<file path="config.mk">
export PLATFORM = sky130hd
export DESIGN_NAME = uart_tx_arbiter
export DESIGN_NICKNAME = d
export VERILOG_FILES = /design/src/rtl/uart_pkg.sv /design/src/rtl/rr_arbiter.sv /design/src/rtl/uart_tx_arbiter.sv
export SDC_FILE = /design/constraint.sdc
export NUM_CORES = 1
export LEC_CHECK = 0
export BUFFER_PORTS_ARGS = -buffer_cell sky130_fd_sc_hd__buf_2
export CAP_MARGIN = 20
export CELL_PAD_IN_SITES_DETAIL_PLACEMENT = 1
export CELL_PAD_IN_SITES_GLOBAL_PLACEMENT = 1
export CORE_AREA = 8 8 76 78
export CTS_CLUSTER_SIZE = 40
export DETAILED_ROUTE_END_ITERATION = 8
export DIE_AREA = 0 0 84 86
export PLACE_DENSITY = 0.82
export SLEW_MARGIN = 20
export SYNTH_ARGS = -nofsm -noshare
export SYNTH_HDL_FRONTEND = slang
export SYNTH_SLANG_ARGS = --single-unit
</file>
<file path="constraint.sdc">
create_clock -name clk -period 5.05 [get_ports clk]
set_clock_uncertainty 0.1 [all_clocks]
set_input_delay 0.2525 -clock clk [delete_from_list [all_inputs] [get_ports clk]]
set_output_delay 0.2525 -clock clk [all_outputs]
set_load 0.005 [all_outputs]
</file>
<file path="src/rtl/uart_pkg.sv">
// Shared UART framing constants and TX FSM state encodings.
package uart_pkg;

    localparam int   UART_DATA_BITS = 8;
    localparam logic UART_IDLE_LVL  = 1'b1;
    localparam logic UART_START_LVL = 1'b0;

    localparam logic [2:0] ST_IDLE   = 3'd0;
    localparam logic [2:0] ST_ALIGN  = 3'd1;
    localparam logic [2:0] ST_START  = 3'd2;
    localparam logic [2:0] ST_DATA   = 3'd3;
    localparam logic [2:0] ST_PARITY = 3'd4;
    localparam logic [2:0] ST_STOP   = 3'd5;

endpackage

</file>
<file path="src/rtl/rr_arbiter.sv">
// Combinational round-robin arbiter: first asserted request at or after ptr_i, wrapping at NREQ.
module rr_arbiter #(
    parameter int NREQ = 4,
    parameter int IDW  = 2
) (
    input  logic [NREQ-1:0] req_i,
    input  logic [IDW-1:0]  ptr_i,
    output logic [NREQ-1:0] gnt_o,
    output logic [IDW-1:0]  idx_o,
    output logic            any_o
);

    always_comb begin
        logic           found;
        int             j;
        logic [IDW-1:0] jj;
        found = 1'b0;
        gnt_o = '0;
        idx_o = '0;
        for (int k = 0; k < NREQ; k++) begin
            j = int'(ptr_i) + k;
            if (j >= NREQ) j = j - NREQ;
            jj = IDW'(j);
            if (!found && req_i[jj]) begin
                found     = 1'b1;
                gnt_o[jj] = 1'b1;
                idx_o     = jj;
            end
        end
        any_o = found;
    end

endmodule

</file>
<file path="src/rtl/uart_tx_arbiter.sv">
// Round-robin sharing of one UART TX line among NREQ byte producers.
// Define UART_TX_PARITY_EN for an even-parity bit after bit 7 (11-bit frames); otherwise 10-bit frames.
module uart_tx_arbiter
    import uart_pkg::*;
#(
    parameter int NREQ = 4,
    parameter int IDW  = 2
) (
    input  logic              clk,
    input  logic              rst,
    input  logic              baud_tick,
    input  logic [NREQ-1:0]   req_valid,
    input  logic [8*NREQ-1:0] req_data,
    output logic [NREQ-1:0]   req_ready,
    output logic              tx,
    output logic              busy,
    output logic [IDW-1:0]    gnt_id,
    output logic              done
);

    logic [2:0]                state_q, state_d;
    logic                      tx_q, tx_d;
    logic                      busy_q, busy_d;
    logic [NREQ-1:0]           rdy_q, rdy_d;
    logic                      done_q, done_d;
    logic [IDW-1:0]            gnt_q, gnt_d;
    logic [IDW-1:0]            ptr_q, ptr_d;
    logic [2:0]                cnt_q, cnt_d;
    logic [UART_DATA_BITS-1:0] shift_q, shift_d;
`ifdef UART_TX_PARITY_EN
    logic                      par_q, par_d;
`endif

    logic [NREQ-1:0] arb_gnt;
    logic [IDW-1:0]  arb_idx;
    logic            arb_any;
    logic [7:0]      req_byte [NREQ];

    always_comb begin
        for (int i = 0; i < NREQ; i++) req_byte[i] = req_data[8*i +: 8];
    end

    rr_arbiter #(.NREQ(NREQ), .IDW(IDW)) u_arb (
        .req_i (req_valid),
        .ptr_i (ptr_q),
        .gnt_o (arb_gnt),
        .idx_o (arb_idx),
        .any_o (arb_any)
    );

    always_comb begin
        state_d = state_q;
        tx_d    = tx_q;
        busy_d  = busy_q;
        rdy_d   = '0;
        done_d  = 1'b0;
        gnt_d   = gnt_q;
        ptr_d   = ptr_q;
        cnt_d   = cnt_q;
        shift_d = shift_q;
`ifdef UART_TX_PARITY_EN
        par_d   = par_q;
`endif
        case (state_q)
            ST_IDLE: begin
                if (arb_any) begin
                    rdy_d   = arb_gnt;
                    shift_d = req_byte[arb_idx];
                    gnt_d   = arb_idx;
                    ptr_d   = (arb_idx == IDW'(NREQ-1)) ? '0 : arb_idx + IDW'(1);
                    busy_d  = 1'b1;
                    state_d = ST_ALIGN;
                end
            end
            // A tick landing in the accept cycle (ready still high) would start a short bit; skip it.
            ST_ALIGN: begin
                if (baud_tick && (rdy_q == '0)) begin
                    tx_d    = UART_START_LVL;
                    state_d = ST_START;
                end
            end
            ST_START: begin
                if (baud_tick) begin
                    tx_d    = shift_q[0];
                    shift_d = shift_q >> 1;
                    cnt_d   = '0;
`ifdef UART_TX_PARITY_EN
                    par_d   = shift_q[0];
`endif
                    state_d = ST_DATA;
                end
            end
            ST_DATA: begin
                if (baud_tick) begin
                    if (cnt_q == 3'(UART_DATA_BITS-1)) begin
`ifdef UART_TX_PARITY_EN
                        tx_d    = par_q;
                        state_d = ST_PARITY;
`else
                        tx_d    = UART_IDLE_LVL;
                        state_d = ST_STOP;
`endif
                    end else begin
                        tx_d    = shift_q[0];
                        shift_d = shift_q >> 1;
                        cnt_d   = cnt_q + 3'd1;
`ifdef UART_TX_PARITY_EN
                        par_d   = par_q ^ shift_q[0];
`endif
                    end
                end
            end
`ifdef UART_TX_PARITY_EN
            ST_PARITY: begin
                if (baud_tick) begin
                    tx_d    = UART_IDLE_LVL;
                    state_d = ST_STOP;
                end
            end
`endif
            ST_STOP: begin
                if (baud_tick) begin
                    done_d  = 1'b1;
                    busy_d  = 1'b0;
                    state_d = ST_IDLE;
                end
            end
            default: begin
                tx_d    = UART_IDLE_LVL;
                busy_d  = 1'b0;
                state_d = ST_IDLE;
            end
        endcase
    end

    always_ff @(posedge clk or negedge rst) begin
        if (!rst) begin
            state_q <= ST_IDLE;
            tx_q    <= UART_IDLE_LVL;
            busy_q  <= 1'b0;
            rdy_q   <= '0;
            done_q  <= 1'b0;
            gnt_q   <= '0;
            ptr_q   <= '0;
            cnt_q   <= '0;
        end else begin
            state_q <= state_d;
            tx_q    <= tx_d;
            busy_q  <= busy_d;
            rdy_q   <= rdy_d;
            done_q  <= done_d;
            gnt_q   <= gnt_d;
            ptr_q   <= ptr_d;
            cnt_q   <= cnt_d;
        end
    end

    // Datapath only; always loaded before use, so no reset.
    always_ff @(posedge clk) begin
        shift_q <= shift_d;
`ifdef UART_TX_PARITY_EN
        par_q   <= par_d;
`endif
    end

    assign req_ready = rdy_q;
    assign tx        = tx_q;
    assign busy      = busy_q;
    assign gnt_id    = gnt_q;
    assign done      = done_q;

endmodule

</file>
==> results of run 1 <==
## placed cells by master, fill, tap and decap left out, types with 2 or more instances in the layout
| cell | netlist | layout |
|---|---|---|
| o21ai_0 | 10 | 10 |
| a211oi_1 | 14 | 14 |
| and3b_1 | 2 | 2 |
| a21oi_1 | 15 | 15 |
| a21o_1 | 2 | 2 |
| a22o_1 | 3 | 3 |
| nor2_1 | 28 | 28 |
| clkbuf_8 | 0 | 3 |
| ha_1 | 10 | 10 |
| a221oi_1 | 4 | 4 |
| edfxtp_1 | 8 | 8 |
| o211ai_1 | 4 | 4 |
| nor3_1 | 4 | 4 |
| nand2_1 | 18 | 18 |
| nor4_1 | 2 | 2 |
| a22oi_1 | 4 | 4 |
| buf_2 | 6 | 47 |
| mux4_2 | 3 | 3 |
| nand3_1 | 5 | 5 |
| mux2i_1 | 12 | 12 |
| a31oi_1 | 3 | 3 |
| dfrtp_1 | 16 | 16 |
| inv_1 | 8 | 8 |
## layout make-up
type	instances	area, um2
multi-input combinational	160	1110
timing repair buffer	48	245
sequential	25	667
tap	54	67.6
clock buffer	4	45.0
inverter	9	33.8
fill	563	2430
## critical path: stages, from the launching register on
cell and delay [ns]:
dfrtp_1 0.71, inv_1 0.30, ha_1 0.52, mux4_2 0.64, o211ai_2 0.13, o211ai_4 0.15
a21boi_2 0.60, mux4_2 0.57, and2_1 0.16
## power by group through the flow
| stage | registers [mW] | clock network [mW] | logic (mW) |
|---|---|---|---|
| final | 0.403 | 0.115 | 0.673 |
| after floorplan | 0.359 | 0 | 0.580 |
| after global placement | 0.400 | 0 | 0.655 |
| after global routing | 0.418 | 0.122 | 0.750 |
| after CTS | 0.403 | 0.119 | 0.678 |
| after detailed placement | 0.407 | 0 | 0.674 |
## metal layers
layer	track usage [%]	vias to the layer above	share of wire (%)	routed length (um)
met2	25.5	24	52	2690
met3	1.42	2	2.1	110
li1	-	851	-	-
met4	3.30	0	0.60	31
met1	17.3	862	45	2360
met5	0	-	0	0
## how the worst max path moves through the flow
stage                                     from                  endpoint  slack, ns
final                     ptr_q[0]$_DFFE_PN0P_  shift_q[7]$_SDFFCE_PN0P_       0.92
after global routing      ptr_q[0]$_DFFE_PN0P_  shift_q[7]$_SDFFCE_PN0P_       0.73
after CTS                 ptr_q[0]$_DFFE_PN0P_  shift_q[7]$_SDFFCE_PN0P_       0.95
after detailed placement  ptr_q[0]$_DFFE_PN0P_  shift_q[7]$_SDFFCE_PN0P_       0.97
after global placement    ptr_q[0]$_DFFE_PN0P_  shift_q[7]$_SDFFCE_PN0P_       1.09
after floorplan           ptr_q[0]$_DFFE_PN0P_  shift_q[7]$_SDFFCE_PN0P_       1.70
## kinds of logic after synthesis
group | Yosys count | synth area share (%)
muxes | 16 | 10.5
DFF | 25 | 35.1
xor gates and xnor gates | 1 | 0.462
and+or+nand+nor | 63 | 14.6
AOI/OAI and AO/OA | 70 | 26.4
adders and majority gates | 10 | 6.59
buffers and inverters | 26 | 6.33
## stage by stage
step           hold WS (ns)  power [mW]  cell area, um2  utilization, %  worst slack, ns
2_1_floorplan        -0.143       0.939            1900               -             1.70
3_3_place_gp          0.101        1.05            2110            46.0             1.09
3_5_place_dp          0.108        1.08            2110            46.0            0.970
4_1_cts               0.241        1.20            2170            47.2            0.947
5_1_grt               0.264        1.29            2170            47.2            0.728
6_report              0.240        1.19            2170            47.2            0.922
## registers in the layout (all words and copies together), names as in the netlist
name       count
busy           1
cnt_q          3
done           1
gnt_id         2
ptr_q          2
req_ready      4
shift_q        8
state_q        3
tx             1
## repair_timing
item,4_1_cts,5_1_grt
buffers inserted,0,0
hold buffers,1,0
resized for setup,0,0
hold endpoints to repair,16,0
==> results.ini, run 1 <==
[critical_path]
reg2reg_slack_ns = 0.92
end_kind = flop
r2r_cells = 8
cp.arrival_ns = 4.05
reg2reg_from = ptr_q[0]$_DFFE_PN0P_
crit_required_ns = 4.97
r2r-end = shift_q[7]$_SDFFCE_PN0P_
criticalPathCategory = flop to flop
critPathLaunchType = flop
worstPathMaxFanout = 16

[drt]
num_vias = 1739
drc = 0
ant_nets = 0
vias_per_cell = 5.80
drt_pre_antenna_iters = 4
wl_per_cell_um = 17.3
routed_wl_mm = 5.20
drt_iter0_drc = 59

[die]
rows = 25
io_pins = 48
start_util_pct = 41.3
core_um2 = 4600
die_y_um = 86
die-width_um = 84
die_area_um2 = 7220

[timing]
tns_ns = 0
final.min_clock_period_ns = 4.13
min_period_over_period_pct = 81.7
hold_viol_final = 0
setup_viol = 0
max_freq_mhz = 242
rsz0062_at_grt = no
maxSlewViolCount = 0
slew_headroom_pct = 39.0
worst_pin_slew_ns = 0.903

[synthesis]
yosys-top-cells-area = dfrtp_1 (21%), edfxtp_1 (13%), ha_1 (6.6%), mux2i_1 (6.3%), a211oi_1 (5.5%)
ys_ff_latch = 25
syn_nets = 260
syn_avg_cell_area_um2 = 9.00
synth.distinct_cells = 43
synth_cells = 211
async_flop_share_pct = 68.0
ys_warn_count = 0
seq_area_frac_synth_pct = 35.1
synth_edf_count = 8
yosysMostFrequentCell = nor2_1
synthTopCellsByCount = nor2_1 (28), nand2_1 (18), dfrtp_1 (16)
synth_top_area_share_pct = 21.1
synth_area_um2 = 1900
synth_flop_cell = dfrtp_1
yosysTopAreaCell = dfrtp_1

[power]
p_comb_share_pct = 56.5
swShare_pct = 44.7
switchingPower_uw = 533
p_int_uw = 658
powerDensity_nw_per_um2 = 549
power_leakage_nw = 0.977
power.share.sequential_pct = 33.8
pwr-share-clk_pct = 9.7
ir_drop_mv = 0.215

[finish]
syn_to_final_growth_pct = 14.3
antennaDiodeCount = 0
finalNetCount = 296
final_layout_size_suffix_gt1_share_pct = 24.0
fin_cells = 300

[hold_path]
min_to = done$_DFF_PN0_
min_from = baud_tick
hold_class = input pin to flop
hold_path_depth = 3

[clock_tree]
cts_tree = yes
clock-root-buffer = clkbuf_8
htreeDepth = 1
clk_pin_slew_ns = 0.08
clk_latency_ns = 0.26
clockBufferDepth = 2
cts_num_sinks = 25
cts_buffers = 3

[global_routing]
grt_pass1_vias = 1774
grt_usage_pct = 14.0
grt.overflow.total = 0
grt_antenna_before_repair = 0
grt_max_degree = 18
grt_pass1_wl_mm = 8.60

[placed_design]
gp_congestion = 0.800
port_buffers = 47
hpwlAfterDp_mm = 4.22
dp.cells = 295

[run_status]
status = finished, final reports clean

[run]
cap_violations = 0

Power figures use the tool's default switching activity.
==> run 2, diff against run 1 <==
- CORE_AREA: 8 8 76 78 -> 8 8 82 84
- DIE_AREA: 0 0 84 86 -> 0 0 90 92
- PLACE_DENSITY: 0.82 -> 0.74
- clock period: 5.05 -> 3.5 ns (I/O delays scaled with it)
==> run 2 against run 1 <==
Compared with the run above: combinational power increased by 59%; total power up 50%; routed wire length up 0.69%; critical path depth is the same; clock power is 55% higher; largest power group unchanged; highest routed layer unchanged.
==> results.ini, run 2 (same netlist as run 1, synthesis figures left out) <==
[run_status]
status = finished, final reports clean

[power]
ir_drop_mv = 0.354
powerDensity_nw_per_um2 = 794
power_leakage_nw = 1.01

[timing]
worst_pin_slew_ns = 0.889
rsz0062_at_grt = no
setup_viol = 0
fin_ws_ns = 0.560
maxSlewViolCount = 0
min_period_over_period_pct = 84.0
tns_ns = 0
final.min_clock_period_ns = 2.94
hold_viol_final = 0
slew_headroom_pct = 39.9
max_freq_mhz = 340

[hold_path]
hold_path_depth = 3
min_to = done$_DFF_PN0_
min_from = baud_tick
hold_class = input pin to flop

[finish]
antennaDiodeCount = 0
fillers = 677
final_cell_mix = buf_2 (47), nor2_1 (28), nand2_1 (18)
final_layout_size_suffix_gt1_share_pct = 26.5
layout_commonest_cell = buf_2
final_util_pct = 41.6
multiInputGateArea_um2 = 1110
seq_area_um2 = 667
largest_register_ffs = 8
fin_cells = 325
largest-register = shift_q
finalNetCount = 303
syn_to_final_growth_pct = 18.4

[die]
die_y_um = 92
die-width_um = 90
start_util_pct = 35.1
io_pins = 48
rows = 27
core_um2 = 5410
die_area_um2 = 8280

[placed_design]
dp.cells = 320
gp_congestion = 0.783
hpwlAfterDp_mm = 4.12
port_buffers = 47
dp_slack_ns = 0.580

[critical_path]
reg2reg_from = ptr_q[1]$_DFFE_PN0P_
cp.arrival_ns = 2.87
r2r-end = shift_q[7]$_SDFFCE_PN0P_
reg2reg_slack_ns = 0.56
cp_slowest_stage_delay_ns = 0.60
r2r_cells = 8
cp_common_cell = mux4_2
crit_chain = inv_1 > ha_1 > mux4_2 > o211ai_2 > o211ai_4 > a21boi_2 > mux4_2 > and2_1
critPathLaunchType = flop
criticalPathCategory = flop to flop
worstPathMaxFanout = 9
end_kind = flop
crit_required_ns = 3.43
slowest_stage = mux4_2

[global_routing]
grt_max_degree = 18
grt.overflow.total = 0
grt_pass1_wl_mm = 8.69
grt_antenna_before_repair = 0
grt_usage_pct = 12.4
grt_pass1_vias = 1741

[drt]
num_vias = 1717
ant_nets = 0
vias_per_cell = 5.28
drc = 0
drt_pre_antenna_iters = 4
wl_per_cell_um = 16.1
routed_wl_mm = 5.24
drt_iter0_drc = 62

[clock_tree]
cts_buffers = 3
clk_pin_slew_ns = 0.09
clockBufferDepth = 2
htreeDepth = 1
cts_num_sinks = 25
clock-root-buffer = clkbuf_8
clk_latency_ns = 0.27
cts_setup_buffers = 0
cts_tree = yes

[run]
cap_violations = 0

-- run 2: cell types whose count changed in the layout (fill, tap and decap cells not counted) --
| cell | delta |
|---|---|
| inv_4 | +1 |
| buf_4 | +7 |
| clkbuf_1 | -1 |
-- run 2: metal layers --
| layer | routed length (um) | track usage [%] |
|---|---|---|
| met5 | 0 | 0 |
| met4 | 53 | 3.74 |
| met3 | 72 | 1.30 |
| met2 | 2630 | 22.0 |
| met1 | 2480 | 15.4 |
-- run 2: how the worst max path moves through the flow --
stage / end / slack, ns / from / depth (start not counted)
2_1_floorplan: shift_q[7]$_SDFFCE_PN0P_ / 0.15 / ptr_q[0]$_DFFE_PN0P_ / 11
3_3_place_gp: shift_q[7]$_SDFFCE_PN0P_ / 0.62 / ptr_q[1]$_DFFE_PN0P_ / 8
3_5_place_dp: shift_q[7]$_SDFFCE_PN0P_ / 0.58 / ptr_q[1]$_DFFE_PN0P_ / 8
4_1_cts: shift_q[7]$_SDFFCE_PN0P_ / 0.55 / ptr_q[1]$_DFFE_PN0P_ / 8
5_1_grt: shift_q[3]$_DFFE_PP_ / 0.39 / ptr_q[1]$_DFFE_PN0P_ / 7
6_report: shift_q[7]$_SDFFCE_PN0P_ / 0.56 / ptr_q[1]$_DFFE_PN0P_ / 8
-- run 2: final cells by class --
class	instances	share of cell area [%]
tap	72	4.01
inverter	9	1.50
multi-input combinational	160	49.4
clock buffer	3	1.84
sequential	25	29.7
timing repair buffer	55	13.3
clock inverter	1	0.278
-- run 2: timing repair --
item,4_1_cts,5_1_grt
hold buffers,1,0
endpoints found under the setup margin,0,0
endpoints found under the hold margin,16,0
resized for setup,0,0
-- run 2: where the power goes --
| part | switching, mW | total, mW | internal [mW] | leakage [nW] |
|---|---|---|---|---|
| Clock | 0.0964 | 0.178 | 0.0814 | 0.0260 |
| Combinational | 0.604 | 1.07 | 0.463 | 0.699 |
| Sequential | 0.0874 | 0.540 | 0.452 | 0.289 |
| Total | 0.788 | 1.79 | 0.997 | 1.01 |
-- run 2: through the flow --
| stage | power, mW | hold slack [ns] | instance area (um2) |
|---|---|---|---|
| after global placement | 1.59 | 0.0149 | 2190 |
| after global routing | 1.94 | 0.167 | 2250 |
| final | 1.79 | 0.146 | 2250 |
| after detailed placement | 1.62 | 0.0188 | 2190 |
| after floorplan | 1.35 | -0.221 | 1900 |
| after CTS | 1.80 | 0.141 | 2250 |
-- run 2: critical path, delay by kind of cell (launching register included) --
| kind | cells | cell delay (ns) |
|---|---|---|
| adder cells (fa/ha/maj) | 1 | 0.34 |
| flip-flops | 1 | 0.36 |
| buffers and inverters | 1 | 0.13 |
| AO/OA/AOI/OAI | 3 | 0.50 |
| AND/OR/NAND/NOR | 1 | 0.16 |
| multiplexers | 2 | 1.10 |
==> run 3, diff against run 2 <==
- CORE_AREA: 8 8 82 84 -> 8 8 78 80
- DIE_AREA: 0 0 90 92 -> 0 0 86 88
- PLACE_DENSITY: 0.74 -> 0.78
- clock period: 3.5 -> 2.8 ns (I/O delays scaled with it)
==> run 3 against run 2 <==
Compared with the run above: sequential share of layout area decreased by 1.4 points; final area up 4.8%; flip-flop and latch count is the same; combinational power rose by 39%; largest power group unchanged; fmax increased by 9.0%; first-iteration DRC count unchanged; cell count rose by 3.1%; total power up 34%; count of clock-buffer cells in the layout rose by 1; setup slack got worse by 0.46 ns.
==> results.ini, run 3 (same netlist as run 1, synthesis figures left out) <==
[run_status]
status = finished, final reports clean

[clock_tree]
clk_pin_slew_ns = 0.08
clock-root-buffer = clkbuf_8
clk_latency_ns = 0.27
cts_buffers = 3
htreeDepth = 1
cts_tree = yes
clockBufferDepth = 2
cts_num_sinks = 25

[drt]
ant_nets = 0
drc = 0
drt_pre_antenna_iters = 4
drt_iter0_drc = 62
num_vias = 1793
vias_per_cell = 5.35
wl_per_cell_um = 16.4
routed_wl_mm = 5.51

[timing]
setup_viol = 0
hold_viol_final = 0
fin_hold_ws_ns = 0.0978
max_freq_mhz = 371
slew_headroom_pct = 50.3
worst_pin_slew_ns = 0.738
tns_ns = 0
min_period_over_period_pct = 96.4
rsz0062_at_grt = no
maxSlewViolCount = 0
final.min_clock_period_ns = 2.70

[finish]
final_layout_size_suffix_gt1_share_pct = 30.6
final_cell_mix = buf_2 (47), nor2_1 (28), buf_4 (19)
syn_to_final_growth_pct = 24.1
layout_commonest_cell = buf_2
fillers = 596
antennaDiodeCount = 0
largest_register_ffs = 8
finalNetCount = 315
largest-register = shift_q
seq_area_um2 = 667
multiInputGateArea_um2 = 1130

[hold_path]
min_from = baud_tick
hold_class = input pin to flop
hold_path_depth = 3
min_to = done$_DFF_PN0_

[die]
start_util_pct = 38.6
die_area_um2 = 7570
io_pins = 48
die_y_um = 88
die-width_um = 86
core_um2 = 4910
rows = 26

[critical_path]
reg2reg_from = ptr_q[1]$_DFFE_PN0P_
worstPathMaxFanout = 2
cp.arrival_ns = 2.63
criticalPathCategory = flop to flop
r2r-end = shift_q[7]$_SDFFCE_PN0P_
r2r_cells = 8
crit_required_ns = 2.73
critPathLaunchType = flop
reg2reg_slack_ns = 0.10
end_kind = flop

[placed_design]
port_buffers = 47
hpwlAfterDp_mm = 4.40
gp_congestion = 0.865

[global_routing]
grt_max_degree = 18
grt.overflow.total = 0
grt_pass1_vias = 1861
grt_pass1_wl_mm = 8.99
grt_usage_pct = 14.7
grt_antenna_before_repair = 0

[power]
power_leakage_nw = 1.07
ir_drop_mv = 0.404
powerDensity_nw_per_um2 = 1010

[run]
cap_violations = 0

## run 3: cell types whose count changed in the layout (fill, tap and decap cells not counted)
cell      previous run  this run
o21ai_1              0         1
inv_4                1         0
clkbuf_1             0         1
a211oi_1            14        13
o21ai_0             10         9
nand3_1              5         4
buf_4                7        19
ha_4                 0         1
a211oi_2             0         1
ha_1                10         9
nand3_2              0         1
## run 3: cell type report
| type | count | share of cell area [%] |
|---|---|---|
| clock buffer | 4 | 1.91 |
| sequential | 25 | 28.3 |
| multi-input combinational | 160 | 48.1 |
| inverter | 9 | 1.43 |
| timing repair buffer | 67 | 16.5 |
| tap | 70 | 3.72 |
## run 3: routing by layer
metal  vias to the layer above  global-route usage (%)  part of all wire, %
met5                         -                       0                    0
met4                         0                    5.41                  1.7
met3                         8                    1.41                  2.3
met2                        33                    25.3                   51
met1                       859                    18.4                   45
li1                        893                       -                    -
## run 3: critical path, cell delays in order, from the launching register on
cell      delay [ns]
dfrtp_1         0.36
inv_1           0.08
ha_4            0.28
mux4_2          0.52
o211ai_2        0.12
o211ai_4        0.11
a21boi_2        0.21
mux4_2          0.52
and2_1          0.16
## run 3: repair_timing
| action | 4_1_cts | 5_1_grt |
|---|---|---|
| hold endpoints to repair | 16 | 0 |
| resized for setup | 0 | 4 |
| setup endpoints to repair | 0 | 8 |
| buffers inserted | 0 | 1 |
| hold buffers | 1 | 0 |
## run 3: power by group
part	internal, mW	switching, mW	leakage, nW
sequential	0.565	0.113	0.289
combinational	0.681	0.812	0.761
clock	0.102	0.112	0.0228
## run 3: worst max path at each step
| stage | start | to | slack (ns) | cells past startpoint |
|---|---|---|---|---|
| 6_report | ptr_q[1]$_DFFE_PN0P_ | shift_q[7]$_SDFFCE_PN0P_ | 0.10 | 8 |
| 5_1_grt | ptr_q[0]$_DFFE_PN0P_ | shift_q[7]$_SDFFCE_PN0P_ | 0.01 | 9 |
| 4_1_cts | ptr_q[1]$_DFFE_PN0P_ | shift_q[3]$_DFFE_PP_ | 0.01 | 8 |
| 3_5_place_dp | ptr_q[1]$_DFFE_PN0P_ | shift_q[3]$_DFFE_PP_ | 0.02 | 8 |
| 3_3_place_gp | ptr_q[0]$_DFFE_PN0P_ | shift_q[7]$_SDFFCE_PN0P_ | 0.15 | 8 |
| 2_1_floorplan | ptr_q[0]$_DFFE_PN0P_ | shift_q[7]$_SDFFCE_PN0P_ | -0.46 | 11 |
## run 3: metrics by stage
stage | power, mW | cell area [um2] | util (%) | worst slack, ns | instances
2_1_floorplan | 1.70 | 1900 | - | -0.462 | 211
3_3_place_gp | 2.07 | 2270 | 46.2 | 0.146 | 329
3_5_place_dp | 2.13 | 2270 | 46.2 | 0.0212 | 329
4_1_cts | 2.35 | 2320 | 47.3 | 0.0125 | 334
5_1_grt | 2.58 | 2350 | 47.9 | 0.0114 | 335
6_report | 2.38 | 2350 | 47.9 | 0.102 | 335
